`config.mk`:
```
export PLATFORM = sky130hd
export DESIGN_NAME = tile_tone_player_flat
export DESIGN_NICKNAME = d
export VERILOG_FILES = /design/src/rtl/tile_tone_player_if.sv /design/src/rtl/tile_tone_player.sv /design/src/flat_wrapper.sv
export SDC_FILE = /design/constraint.sdc
export NUM_CORES = 1
export LEC_CHECK = 0
export ABC_CLOCK_PERIOD_IN_PS = 5580
export CORE_MARGIN = 5
export CORE_UTILIZATION = 50
export CTS_CLUSTER_SIZE = 16
export DETAILED_ROUTE_END_ITERATION = 8
export HOLD_SLACK_MARGIN = 0.03
export PLACE_DENSITY = 0.73
export SYNTH_ARGS = -nofsm -noshare
export SYNTH_HDL_FRONTEND = slang
export SYNTH_SLANG_ARGS = --single-unit
```
`constraint.sdc`:
```
create_clock -name clk -period 5.58 [get_ports clk]
set_input_delay 1.116 -clock clk [delete_from_list [all_inputs] [get_ports clk]]
set_output_delay 1.116 -clock clk [all_outputs]
set_load 0.005 [all_outputs]
```
`src/rtl/tile_tone_player_if.sv`:
```
// Note-request and sample-write handshake bundle between the note source,
// the tone player and the audio codec controller.
interface tile_tone_player_if;
    logic        note_valid;
    logic [3:0]  note;
    logic        note_ready;
    logic        audio_out_allowed;
    logic        write_audio_out;
    logic [31:0] sample_out;
    logic        busy;
    logic [3:0]  cur_note;

    modport master (
        output note_valid, note, audio_out_allowed,
        input  note_ready, write_audio_out, sample_out, busy, cur_note
    );

    modport slave (
        input  note_valid, note, audio_out_allowed,
        output note_ready, write_audio_out, sample_out, busy, cur_note
    );
endinterface

```
`src/rtl/tile_tone_player.sv`:
```
// Queues note codes and plays each as a square wave for NOTE_SAMPLES ticks plus a silent gap.
// Optional decay on the second half of each note: define TILE_TONE_ENVELOPE_EN.
module tile_tone_player #(
    parameter int          NOTE_SAMPLES = 12000,
    parameter int          GAP_SAMPLES  = 1200,
    parameter logic [31:0] AMPLITUDE    = 32'd10000000,
    parameter int          FIFO_DEPTH   = 4
) (
    input  logic              clk,
    input  logic              resetn,
    tile_tone_player_if.slave bus
);

    localparam int CNT_MAX = (NOTE_SAMPLES > GAP_SAMPLES) ? NOTE_SAMPLES : GAP_SAMPLES;
    localparam int CNT_W   = $clog2(CNT_MAX + 1);
    localparam int PTR_W   = $clog2(FIFO_DEPTH);
    localparam logic [CNT_W-1:0] NOTE_LAST = CNT_W'(NOTE_SAMPLES - 1);
    localparam logic [CNT_W-1:0] GAP_LAST  = CNT_W'(GAP_SAMPLES - 1);
    localparam logic [PTR_W:0]   FIFO_FULL = (PTR_W+1)'(FIFO_DEPTH);

    typedef enum logic [1:0] {S_IDLE, S_PLAY, S_GAP} state_t;

    logic [3:0]       r_fifo_mem [FIFO_DEPTH];
    logic [PTR_W-1:0] r_wr_ptr;
    logic [PTR_W-1:0] r_rd_ptr;
    logic [PTR_W:0]   r_fifo_cnt;

    state_t           r_state;
    state_t           w_state_next;
    logic [CNT_W-1:0] r_sample_cnt;
    logic [CNT_W-1:0] w_sample_cnt_next;
    logic [18:0]      r_half_cnt;
    logic [18:0]      w_half_cnt_next;
    logic             r_snd;
    logic             w_snd_next;
    logic [3:0]       r_cur_note;
    logic [3:0]       w_cur_note_next;

    logic             w_push;
    logic             w_pop;
    logic             w_full;
    logic             w_empty;
    logic             w_tick;
    logic [18:0]      w_delay;
    logic [31:0]      w_mag;

    assign w_full  = (r_fifo_cnt == FIFO_FULL);
    assign w_empty = (r_fifo_cnt == '0);
    // Rests complete the handshake but never occupy a slot.
    assign w_push  = bus.note_valid && !w_full && (bus.note != 4'd0);
    assign w_tick  = bus.audio_out_allowed;
    assign w_delay = {r_cur_note, 15'd3000};

    always_ff @(posedge clk) begin
        if (w_push) begin
            r_fifo_mem[r_wr_ptr] <= bus.note;
        end
    end

    always_ff @(posedge clk or negedge resetn) begin
        if (!resetn) begin
            r_wr_ptr   <= '0;
            r_rd_ptr   <= '0;
            r_fifo_cnt <= '0;
        end else begin
            if (w_push) begin
                r_wr_ptr <= r_wr_ptr + 1'b1;
            end
            if (w_pop) begin
                r_rd_ptr <= r_rd_ptr + 1'b1;
            end
            case ({w_push, w_pop})
                2'b10:   r_fifo_cnt <= r_fifo_cnt + 1'b1;
                2'b01:   r_fifo_cnt <= r_fifo_cnt - 1'b1;
                default: r_fifo_cnt <= r_fifo_cnt;
            endcase
        end
    end

    always_ff @(posedge clk or negedge resetn) begin
        if (!resetn) begin
            r_state      <= S_IDLE;
            r_sample_cnt <= '0;
            r_half_cnt   <= '0;
            r_snd        <= 1'b0;
            r_cur_note   <= 4'd0;
        end else begin
            r_state      <= w_state_next;
            r_sample_cnt <= w_sample_cnt_next;
            r_half_cnt   <= w_half_cnt_next;
            r_snd        <= w_snd_next;
            r_cur_note   <= w_cur_note_next;
        end
    end

    always_comb begin
        w_state_next      = r_state;
        w_pop             = 1'b0;
        w_sample_cnt_next = r_sample_cnt;
        w_half_cnt_next   = r_half_cnt;
        w_snd_next        = r_snd;
        w_cur_note_next   = r_cur_note;

        case (r_state)
            S_IDLE: begin
                if (!w_empty) begin
                    w_state_next      = S_PLAY;
                    w_pop             = 1'b1;
                    w_sample_cnt_next = '0;
                    w_half_cnt_next   = '0;
                    w_snd_next        = 1'b1;
                    w_cur_note_next   = r_fifo_mem[r_rd_ptr];
                end
            end
            S_PLAY: begin
                // Pitch runs on clk, independent of sample ticks.
                if (r_half_cnt == w_delay) begin
                    w_half_cnt_next = '0;
                    w_snd_next      = !r_snd;
                end else begin
                    w_half_cnt_next = r_half_cnt + 1'b1;
                end
                if (w_tick) begin
                    if (r_sample_cnt == NOTE_LAST) begin
                        w_state_next      = S_GAP;
                        w_sample_cnt_next = '0;
                        w_cur_note_next   = 4'd0;
                    end else begin
                        w_sample_cnt_next = r_sample_cnt + 1'b1;
                    end
                end
            end
            S_GAP: begin
                if (w_tick) begin
                    if (r_sample_cnt == GAP_LAST) begin
                        w_sample_cnt_next = '0;
                        if (!w_empty) begin
                            w_state_next    = S_PLAY;
                            w_pop           = 1'b1;
                            w_half_cnt_next = '0;
                            w_snd_next      = 1'b1;
                            w_cur_note_next = r_fifo_mem[r_rd_ptr];
                        end else begin
                            w_state_next = S_IDLE;
                        end
                    end else begin
                        w_sample_cnt_next = r_sample_cnt + 1'b1;
                    end
                end
            end
            default: begin
                w_state_next = S_IDLE;
            end
        endcase
    end

`ifdef TILE_TONE_ENVELOPE_EN
    localparam logic signed [31:0] AMP_S    = AMPLITUDE;
    localparam logic [31:0]        AMP_HALF = AMP_S >>> 1;
    assign w_mag = (r_sample_cnt >= CNT_W'(NOTE_SAMPLES / 2)) ? AMP_HALF : AMPLITUDE;
`else
    assign w_mag = AMPLITUDE;
`endif

    assign bus.sample_out      = (r_state == S_PLAY) ? (r_snd ? w_mag : -w_mag) : 32'd0;
    assign bus.write_audio_out = w_tick;
    assign bus.note_ready      = !w_full;
    assign bus.busy            = (r_state != S_IDLE) || !w_empty;
    assign bus.cur_note        = r_cur_note;

endmodule

```
`src/flat_wrapper.sv`:
```
// flat-port wrapper written by rule: the top's interface ports become plain ports
module tile_tone_player_flat 
#(
    parameter int          NOTE_SAMPLES = 12000,
    parameter int          GAP_SAMPLES  = 1200,
    parameter logic [31:0] AMPLITUDE    = 32'd10000000,
    parameter int          FIFO_DEPTH   = 4
)
  (clk, resetn, bus_note_valid, bus_note, bus_audio_out_allowed, bus_note_ready, bus_write_audio_out, bus_sample_out, bus_busy, bus_cur_note);
  tile_tone_player_if bus_i ();
  input  logic clk;
  input  logic resetn;
  input wire logic [$bits(bus_i.note_valid)-1:0] bus_note_valid;
  input wire logic [$bits(bus_i.note)-1:0] bus_note;
  input wire logic [$bits(bus_i.audio_out_allowed)-1:0] bus_audio_out_allowed;
  output wire logic [$bits(bus_i.note_ready)-1:0] bus_note_ready;
  output wire logic [$bits(bus_i.write_audio_out)-1:0] bus_write_audio_out;
  output wire logic [$bits(bus_i.sample_out)-1:0] bus_sample_out;
  output wire logic [$bits(bus_i.busy)-1:0] bus_busy;
  output wire logic [$bits(bus_i.cur_note)-1:0] bus_cur_note;
  assign bus_i.note_valid = bus_note_valid;
  assign bus_i.note = bus_note;
  assign bus_i.audio_out_allowed = bus_audio_out_allowed;
  assign bus_note_ready = bus_i.note_ready;
  assign bus_write_audio_out = bus_i.write_audio_out;
  assign bus_sample_out = bus_i.sample_out;
  assign bus_busy = bus_i.busy;
  assign bus_cur_note = bus_i.cur_note;
  tile_tone_player #(.NOTE_SAMPLES(NOTE_SAMPLES), .GAP_SAMPLES(GAP_SAMPLES), .AMPLITUDE(AMPLITUDE), .FIFO_DEPTH(FIFO_DEPTH)) u_core (.clk(clk), .resetn(resetn), .bus(bus_i));
endmodule
```
==> reports/summary.json, run 1 <==
{
  "place.gp.congestion": 0.8153,
  "postCtsSetupRepairBufs": 0,
  "setup_violations": 0,
  "cts_num_sinks": 63,
  "worstSetupPathDepth": 5,
  "clock_tree.htree_level_count": 3,
  "post_synth_instance_area_sq_um": 3741,
  "syn2layout_area_growth_pct": 12.54,
  "start_kind": "register",
  "slew_viol_final": 0,
  "critPathTopFamily": "buffers and inverters",
  "worst_setup_path_end_kind": "primary output",
  "cts.hold.buffers_added": 0,
  "cp.buffers_inverters": 3,
  "die_width_microns": 96.50,
  "worst_hold_startpoint": "u_core.r_sample_cnt[1]",
  "finalHoldViolations": 0,
  "worst-path-max-fanout": 17,
  "clock_skew_ps": 8.960,
  "critPathSlowestCell": "nor2_1",
  "rsz0062_at_grt": "false",
  "yosysSeqAreaShare_pct": 44.28,
  "syn_inst": 371,
  "grt_pass1_wl_microns": 13010,
  "critPathArrivalTime_ps": 2900,
  "timing.max_slew.rel_slack_pct": 35.00,
  "maxCapViolations": 0,
  "drive_gt1_share_pct": 7.928,
  "critical-path-max-stage-delay_ps": 730,
  "fin_crit_sh_pct": 71.97,
  "cts_buffers": 9,
  "crit_path_start": "u_core.r_state[1]",
  "clkSlewWorstSetupHoldPaths_ps": 80,
  "setup_total_negative_slack_ps": 0,
  "synth_cell_types": 60,
  "placeableCoreArea_sq_um": 7253,
  "num_antenna_cells": 0,
  "routedWlPerCell_microns": 15.84,
  "grt_pass1_vias": 2692,
  "postRouteAntennaNets": 0,
  "tightest_slew_ps": 975.0,
  "postSynth.topFlopCell": "dfrtp_1",
  "hold_path_end": "u_core.r_sample_cnt[1]",
  "place_hpwl_microns": 5474,
  "finish.net_count": 407,
  "maximum_number_of_pins_on_one_net_before_global_route_repair": 48,
  "buffer_ports.inserted": 39,
  "path_cells": "inv_1, ha_1, inv_1, nor2_1, clkdlybuf4s50_1",
  "viasPerCell": 5.594,
  "power_after_layout_mw": 1.202,
  "timing.hold.worst.class": "reg2reg",
  "drc": 0,
  "die-area_sq_um": 9312,
  "cp_data_required_time_ps": 4460,
  "worst-r2r-cell-count": 7,
  "dr.pass1.iters": 4,
  "route.vias.total": 2741,
  "design.portCount": 47,
  "timing.fmax_mhz": 249.0,
  "track_usage_pct": 18.35,
  "yosys_register_bits": 63,
  "grt_remaining_overflow": 0,
  "antenna_found_initial": 0,
  "clock_tree.root_cell": "clkbuf_8",
  "path_common_cell": "inv_1",
  "drt_first_iter_violations": 103,
  "synth_async_sr_flop_share_pct": 74.60,
  "rows": 31,
  "r2r_start": "u_core.r_state[1]",
  "status": "finished, final reports clean",
  "postRouteWirelength_microns": 7764,
  "n_fill_cell": 620,
  "power.leakage_nw": 1.755,
  "die_y_microns": 96.50,
  "power_per_cell_area_nw_per_um2": 285.5,
  "clock_insertion_delay_worst_skew_ps": 340,
  "post_cts_resize_count": 0,
  "clock_path_buffers": 2,
  "fin_crit_ps": 4016,
  "worst_ir_drop_vdd_mv": 0.1937,
  "cts_tree": "done",
  "crit_type": "reg2out",
  "synth_enable_flop_cells": 16,
  "start_util_pct": 51.58,
  "syn_area_per_cell_sq_um": 10.08,
  "min_path_cells": 2,
  "timing.reg2reg.setup_slack_ps": 2590,
  "r2r_end": "u_core.r_half_cnt[10]",
  "yosysWarnings": 0
}
## worst reg2reg max path: stages (launching register included)
cell      delay (ps)
dfrtp_1          420
inv_1            100
ha_1             450
inv_1            200
a221oi_1         730
and2_0           540
o21ai_0          190
a22o_1           260
## layer usage
layer  GRT usage [%]  wire (microns)  up-vias
met4           6.075              83        0
met3           5.112             294        7
met2           28.39            3829       53
met5               0               0        -
met1           24.93            3557     1344
li1                -               -     1337
## registers in the layout, summed over array words and instances, names as in the netlist
signal               count
u_core.r_wr_ptr          2
u_core.r_state           2
u_core.r_snd             1
u_core.r_half_cnt       19
u_core.bus.cur_note      4
u_core.r_fifo_cnt        3
u_core.r_fifo_mem       16
u_core.r_sample_cnt     14
u_core.r_rd_ptr          2
## kinds of logic (layout without fill, tap and decap cells)
group	Yosys count	in the layout	share of synthesized area, %
multiplexers	7	7	3.211
XOR/XNOR	14	14	3.278
adder cells (fa/ha/maj)	13	13	4.548
flip-flops	63	63	44.28
other	1	7	0.1002
AND/OR/NAND/NOR	131	131	18.93
AO/OA/AOI/OAI	74	74	15.25
buffers and inverters	68	82	10.40
## cells in the final DEF (no fill, tap or decap), types with 8 or more instances in the layout
master	Yosys	routed
o21ai_0	16	16
nand4_1	11	11
and2_1	10	10
edfxtp_1	16	16
nand3_1	17	17
ha_1	12	12
clkdlybuf4s50_1	0	38
inv_1	26	26
a21oi_1	9	9
xnor2_1	8	8
dfrtp_1	47	47
clkbuf_8	0	9
nor2_1	21	21
nor3_1	8	8
nand2_1	26	26
a22o_1	11	11
## where the power goes
part           total, mW  switching [mW]  leakage (nW)  internal [mW]
registers          0.581          0.0489         0.696          0.532
clock network      0.445           0.190         0.107          0.255
logic              0.176           0.101         0.951         0.0748
## cells in the mapped netlist, drive strengths merged, types with 11 or more instances
library cell | instances | area [sq um]
dfrtp | 47 | 1176
buf | 37 | 272.8
nand2 | 27 | 103.9
inv | 26 | 97.59
nor2 | 22 | 85.09
nand3 | 17 | 85.08
edfxtp | 16 | 480.5
o21ai | 16 | 80.08
ha | 12 | 150.1
a22o | 11 | 96.34
and2 | 11 | 68.82
nand4 | 11 | 68.82
## how the worst max path moves through the flow
stage and to:
6_report bus_sample_out[28], 4_1_cts bus_sample_out[16], 2_1_floorplan bus_sample_out[11], 5_1_grt bus_sample_out[16]
3_5_place_dp bus_sample_out[16], 3_3_place_gp bus_sample_out[28]
## cell type report
type                       instances  area [sq um]  share of cell area (%)
clock inverter                     6         93.84                   2.229
multi-input combinational        246          1718                   40.80
timing repair buffer              40         392.9                   9.331
clock buffer                      10         127.6                   3.031
tap                               99         123.9                   2.942
sequential                        63          1657                   39.35
inverter                          26         97.59                   2.318
## stage by stage
stage / setup slack, ps / util, % / std cells / instance area [sq um] / hold slack (ps)
2_1_floorplan: 2776 / - / 377 / 3764 / 465.7
3_3_place_gp: 2009 / 54.99 / 474 / 3989 / 491.8
3_5_place_dp: 1931 / 54.99 / 474 / 3989 / 494.4
4_1_cts: 1520 / 58.05 / 490 / 4210 / 510.6
5_1_grt: 1279 / 58.05 / 490 / 4210 / 548.8
6_report: 1564 / 58.05 / 490 / 4210 / 507.8
Power figures use the tool's default switching activity.
==> inputs of run 2 (changes only) <==
--- a/config.mk
+++ b/config.mk
@@ -5,7 +5,7 @@
 export SDC_FILE = /design/constraint.sdc
 export NUM_CORES = 1
 export LEC_CHECK = 0
-export ABC_CLOCK_PERIOD_IN_PS = 5580
+export ABC_CLOCK_PERIOD_IN_PS = 4200
 export CORE_MARGIN = 5
 export CORE_UTILIZATION = 50
 export CTS_CLUSTER_SIZE = 16
==> constraint.sdc (replaced) <==
create_clock -name clk -period 4.2 [get_ports clk]
set_input_delay 0.84 -clock clk [delete_from_list [all_inputs] [get_ports clk]]
set_output_delay 0.84 -clock clk [all_outputs]
set_load 0.005 [all_outputs]
==> run 2 against run 1 <==
Compared with the run above:
- sequential share of layout area is 0.082 points lower
- register-to-register slack worse by 1400 ps
- flip-flop and latch count stayed put
- critical endpoint unchanged
- hold slack worse by 0.72 ps
- critical path depth stayed put
- cell area is 0.21% higher
- sequential power is 33% higher
- wire length is 3.0% higher
- non-clock buffer count stayed put
- clock skew is 0.72 ps lower
- setup slack worse by 1100 ps
==> reports/summary.json, run 2 (synthesized netlist as in run 1, its figures left out) <==
{
  "status": "finished, final reports clean",
  "worst_ir_drop_vdd": {"value": 0.2706, "unit": "mV", "change": "+40%"},
  "worst-path-max-fanout": {"value": 17, "change": "unchanged"},
  "setup_total_negative_slack": {"value": 0, "unit": "ps", "change": "unchanged"},
  "power.leakage": {"value": 1.757, "unit": "nW", "change": "+0.12%"},
  "grt_pass1_vias": {"value": 2714, "change": "+0.82%"},
  "drive_gt1_share": {"value": 8.184, "unit": "%", "change": "+0.26 points"},
  "largest_register_ffs": {"value": 19, "change": "unchanged"},
  "cp_data_required_time": {"value": 3360, "unit": "ps", "change": "-1100 ps"},
  "die_width": {"value": 96.50, "unit": "microns", "change": "unchanged"},
  "switching_share": {"value": 28.16, "unit": "%", "change": "-0.15 points"},
  "placed_cell_area": {"value": 3989, "unit": "sq um", "change": "unchanged"},
  "maximum_number_of_pins_on_one_net_before_global_route_repair": {"value": 48, "change": "unchanged"},
  "hold_path_end": "u_core.r_sample_cnt[1]",
  "place.gp.congestion": {"value": 0.8152, "change": "about the same"},
  "postCtsSetupRepairBufs": {"value": 0, "change": "unchanged"},
  "buffer_ports.inserted": {"value": 39, "change": "unchanged"},
  "num_antenna_cells": {"value": 0, "change": "unchanged"},
  "power.clock.fraction": {"value": 37.6, "unit": "%", "change": "+0.6 points"},
  "power_per_cell_area": {"value": 382.6, "unit": "nW/um^2", "change": "+34%"},
  "clock_tree.root_cell": "clkbuf_8",
  "track_usage": {"value": 18.91, "unit": "%", "change": "+0.56 points"},
  "place_hpwl": {"value": 5477, "unit": "microns", "change": "about the same"},
  "tightest_slew": {"value": 955.5, "unit": "ps", "change": "-19.51 ps"},
  "syn2layout_area_growth_pct": 12.78,
  "timing.max_slew.rel_slack": {"value": 36.30, "unit": "%", "change": "+1.3 points"},
  "drc": {"value": 0, "change": "unchanged"},
  "path_common_cell": "inv_1",
  "design.portCount": {"value": 47, "change": "unchanged"},
  "top_regs": "u_core.r_half_cnt: 19 flops, u_core.r_fifo_mem: 16 flops, u_core.r_sample_cnt: 14 flops",
  "finish.utilization": {"value": 58.17, "unit": "%", "change": "+0.12 points"},
  "die-area": {"value": 9312, "unit": "sq um", "change": "unchanged"},
  "cts.hold.buffers_added": {"value": 0, "change": "unchanged"},
  "die_y": {"value": 96.50, "unit": "microns", "change": "unchanged"},
  "clkSlewWorstSetupHoldPaths": {"value": 70, "unit": "ps", "change": "about the same"},
  "power_after_layout": {"value": 1.614, "unit": "mW", "change": "+34%"},
  "path_cells": "inv_1, ha_1, inv_1, nor2_1, clkdlybuf4s50_1",
  "final_cell_mix": "dfrtp_1 (47), clkdlybuf4s50_1 (38), inv_1 (26), nand2_1 (26), nor2_1 (21)",
  "setup_slack": {"value": 455.7, "unit": "ps", "change": "-1108 ps"},
  "rsz0062_at_grt": "false",
  "wl_met1": {"value": 3663, "unit": "microns", "change": "+3.0%"},
  "cts_tree": "done",
  "fin_crit_ps": 3744,
  "power_frac_seq": {"value": 47.9, "unit": "%", "change": "-0.5 points"},
  "timing.reg2reg.setup_slack": {"value": 1200, "unit": "ps", "change": "-1390 ps"},
  "clock_path_buffers": {"value": 2, "change": "unchanged"},
  "min_path_cells": {"value": 2, "change": "unchanged"},
  "start_util": {"value": 51.58, "unit": "%", "change": "unchanged"},
  "post_cts_resize_count": {"value": 0, "change": "unchanged"},
  "viasPerCell": {"value": 5.649, "change": "+0.99%"},
  "finish.net_count": {"value": 407, "change": "unchanged"},
  "power.switching": {"value": 454.6, "unit": "uW", "change": "+34%"},
  "r2r_end": "u_core.r_half_cnt[10]",
  "fin_hold_ws": {"value": 507.1, "unit": "ps", "change": "-0.7230 ps"},
  "start_kind": "register",
  "mostFrequentLayoutCell": "dfrtp_1",
  "critPathArrivalTime": {"value": 2900, "unit": "ps", "change": "about the same"},
  "maxCapViolations": {"value": 0, "change": "unchanged"},
  "cts_buffers": {"value": 9, "change": "unchanged"},
  "top_register": "u_core.r_half_cnt",
  "dr_wl_met2": {"value": 3889, "unit": "microns", "change": "+1.6%"},
  "slew_viol_final": {"value": 0, "change": "unchanged"},
  "rows": {"value": 31, "change": "unchanged"},
  "placement.setup.worst_slack": {"value": 807.1, "unit": "ps", "change": "-1124 ps"},
  "postRouteWirelength": {"value": 7995, "unit": "microns", "change": "+3.0%"},
  "critPathSlowestCell": "nor2_1",
  "clock_tree.htree_level_count": {"value": 3, "change": "unchanged"},
  "clock_insertion_delay_worst_skew": {"value": 350, "unit": "ps", "change": "about the same"},
  "routedWlPerCell": {"value": 16.32, "unit": "microns", "change": "+3.0%"},
  "share_comb_of_total_power": {"value": 14.5, "unit": "%", "change": "about the same"},
  "p_int": {"value": 1.160, "unit": "mW", "change": "+35%"},
  "critical-path-max-stage-delay": {"value": 720, "unit": "ps", "change": "about the same"},
  "drt_first_iter_violations": {"value": 110, "change": "+6.8%"},
  "worst-r2r-cell-count": {"value": 7, "change": "unchanged"},
  "crit_type": "reg2out",
  "timing.hold.worst.class": "reg2reg",
  "setup_violations": {"value": 0, "change": "unchanged"},
  "worst_setup_path_end_kind": "primary output",
  "cts_num_sinks": {"value": 63, "change": "unchanged"},
  "grt_remaining_overflow": {"value": 0, "change": "unchanged"},
  "crit_path_start": "u_core.r_state[1]",
  "postRouteAntennaNets": {"value": 0, "change": "unchanged"},
  "fin_crit_sh_pct": 89.15,
  "clock_skew": {"value": 8.240, "unit": "ps", "change": "-0.7197 ps"},
  "timing.fmax_mhz": 267.1,
  "route.vias.total": {"value": 2768, "change": "+0.99%"},
  "grt_pass1_wl": {"value": 13440, "unit": "microns", "change": "+3.3%"},
  "r2r_start": "u_core.r_state[1]",
  "route.top_layer_used": "met4",
  "place.detailed.instances": {"value": 474, "change": "unchanged"},
  "finish.cell_count_without_fillers": {"value": 490, "change": "unchanged"},
  "antenna_found_initial": {"value": 0, "change": "unchanged"},
  "dr.pass1.iters": {"value": 5, "change": "+1"},
  "finish.instance_area": {"value": 4219, "unit": "sq um", "change": "+0.21%"},
  "worst_hold_startpoint": "u_core.r_sample_cnt[1]",
  "met3_length": {"value": 318, "unit": "microns", "change": "+8.2%"},
  "placeableCoreArea": {"value": 7253, "unit": "sq um", "change": "unchanged"},
  "finalHoldViolations": {"value": 0, "change": "unchanged"}
}
## run 2: cell types whose count changed in the layout (fill, tap and decap cells not counted)
cell,before,now
clkbuf_1,1,0
clkbuf_8,9,10
clkinv_4,2,1
clkinvlp_4,1,2
## run 2: critical path: cells and delay by family (launching register included)
family                   cells  cell delay (ps)
buffers and inverters        3              960
AND/OR/NAND/NOR              1              720
adder cells (fa/ha/maj)      1              450
flip-flops                   1              420
## run 2: routing by layer
metal / GRT usage [%] / vias up
met1: 25.62 / 1349
met5: 0 / -
met3: 5.422 / 16
li1: - / 1342
met2: 29.25 / 61
met4: 6.192 / 0
## run 2: area by class of cell
type / instances / area (sq um)
well taps: 99 / 123.9
fillers: 630 / 3034
repair buffers: 40 / 392.9
multi-input cells: 246 / 1718
clock inverters: 6 / 92.59
clock buffers: 10 / 137.6
flip-flops and latches: 63 / 1657
inverters: 26 / 97.59
## run 2: how the worst max path moves through the flow
| stage | endpoint | depth (start not counted) |
|---|---|---|
| 2_1_floorplan | bus_sample_out[11] | 6 |
| 3_3_place_gp | bus_sample_out[28] | 5 |
| 3_5_place_dp | bus_sample_out[28] | 5 |
| 4_1_cts | bus_sample_out[28] | 5 |
| 5_1_grt | bus_sample_out[13] | 5 |
| 6_report | bus_sample_out[28] | 5 |
## run 2: power by group through the flow
| stage | registers, mW | logic (mW) | clock network (mW) |
|---|---|---|---|
| global placement | 0.779 | 0.229 | 0 |
| finish | 0.773 | 0.234 | 0.607 |
| global route | 0.783 | 0.271 | 0.650 |
| floorplan | 0.763 | 0.182 | 0 |
| detailed placement | 0.783 | 0.235 | 0 |
| CTS | 0.772 | 0.238 | 0.626 |
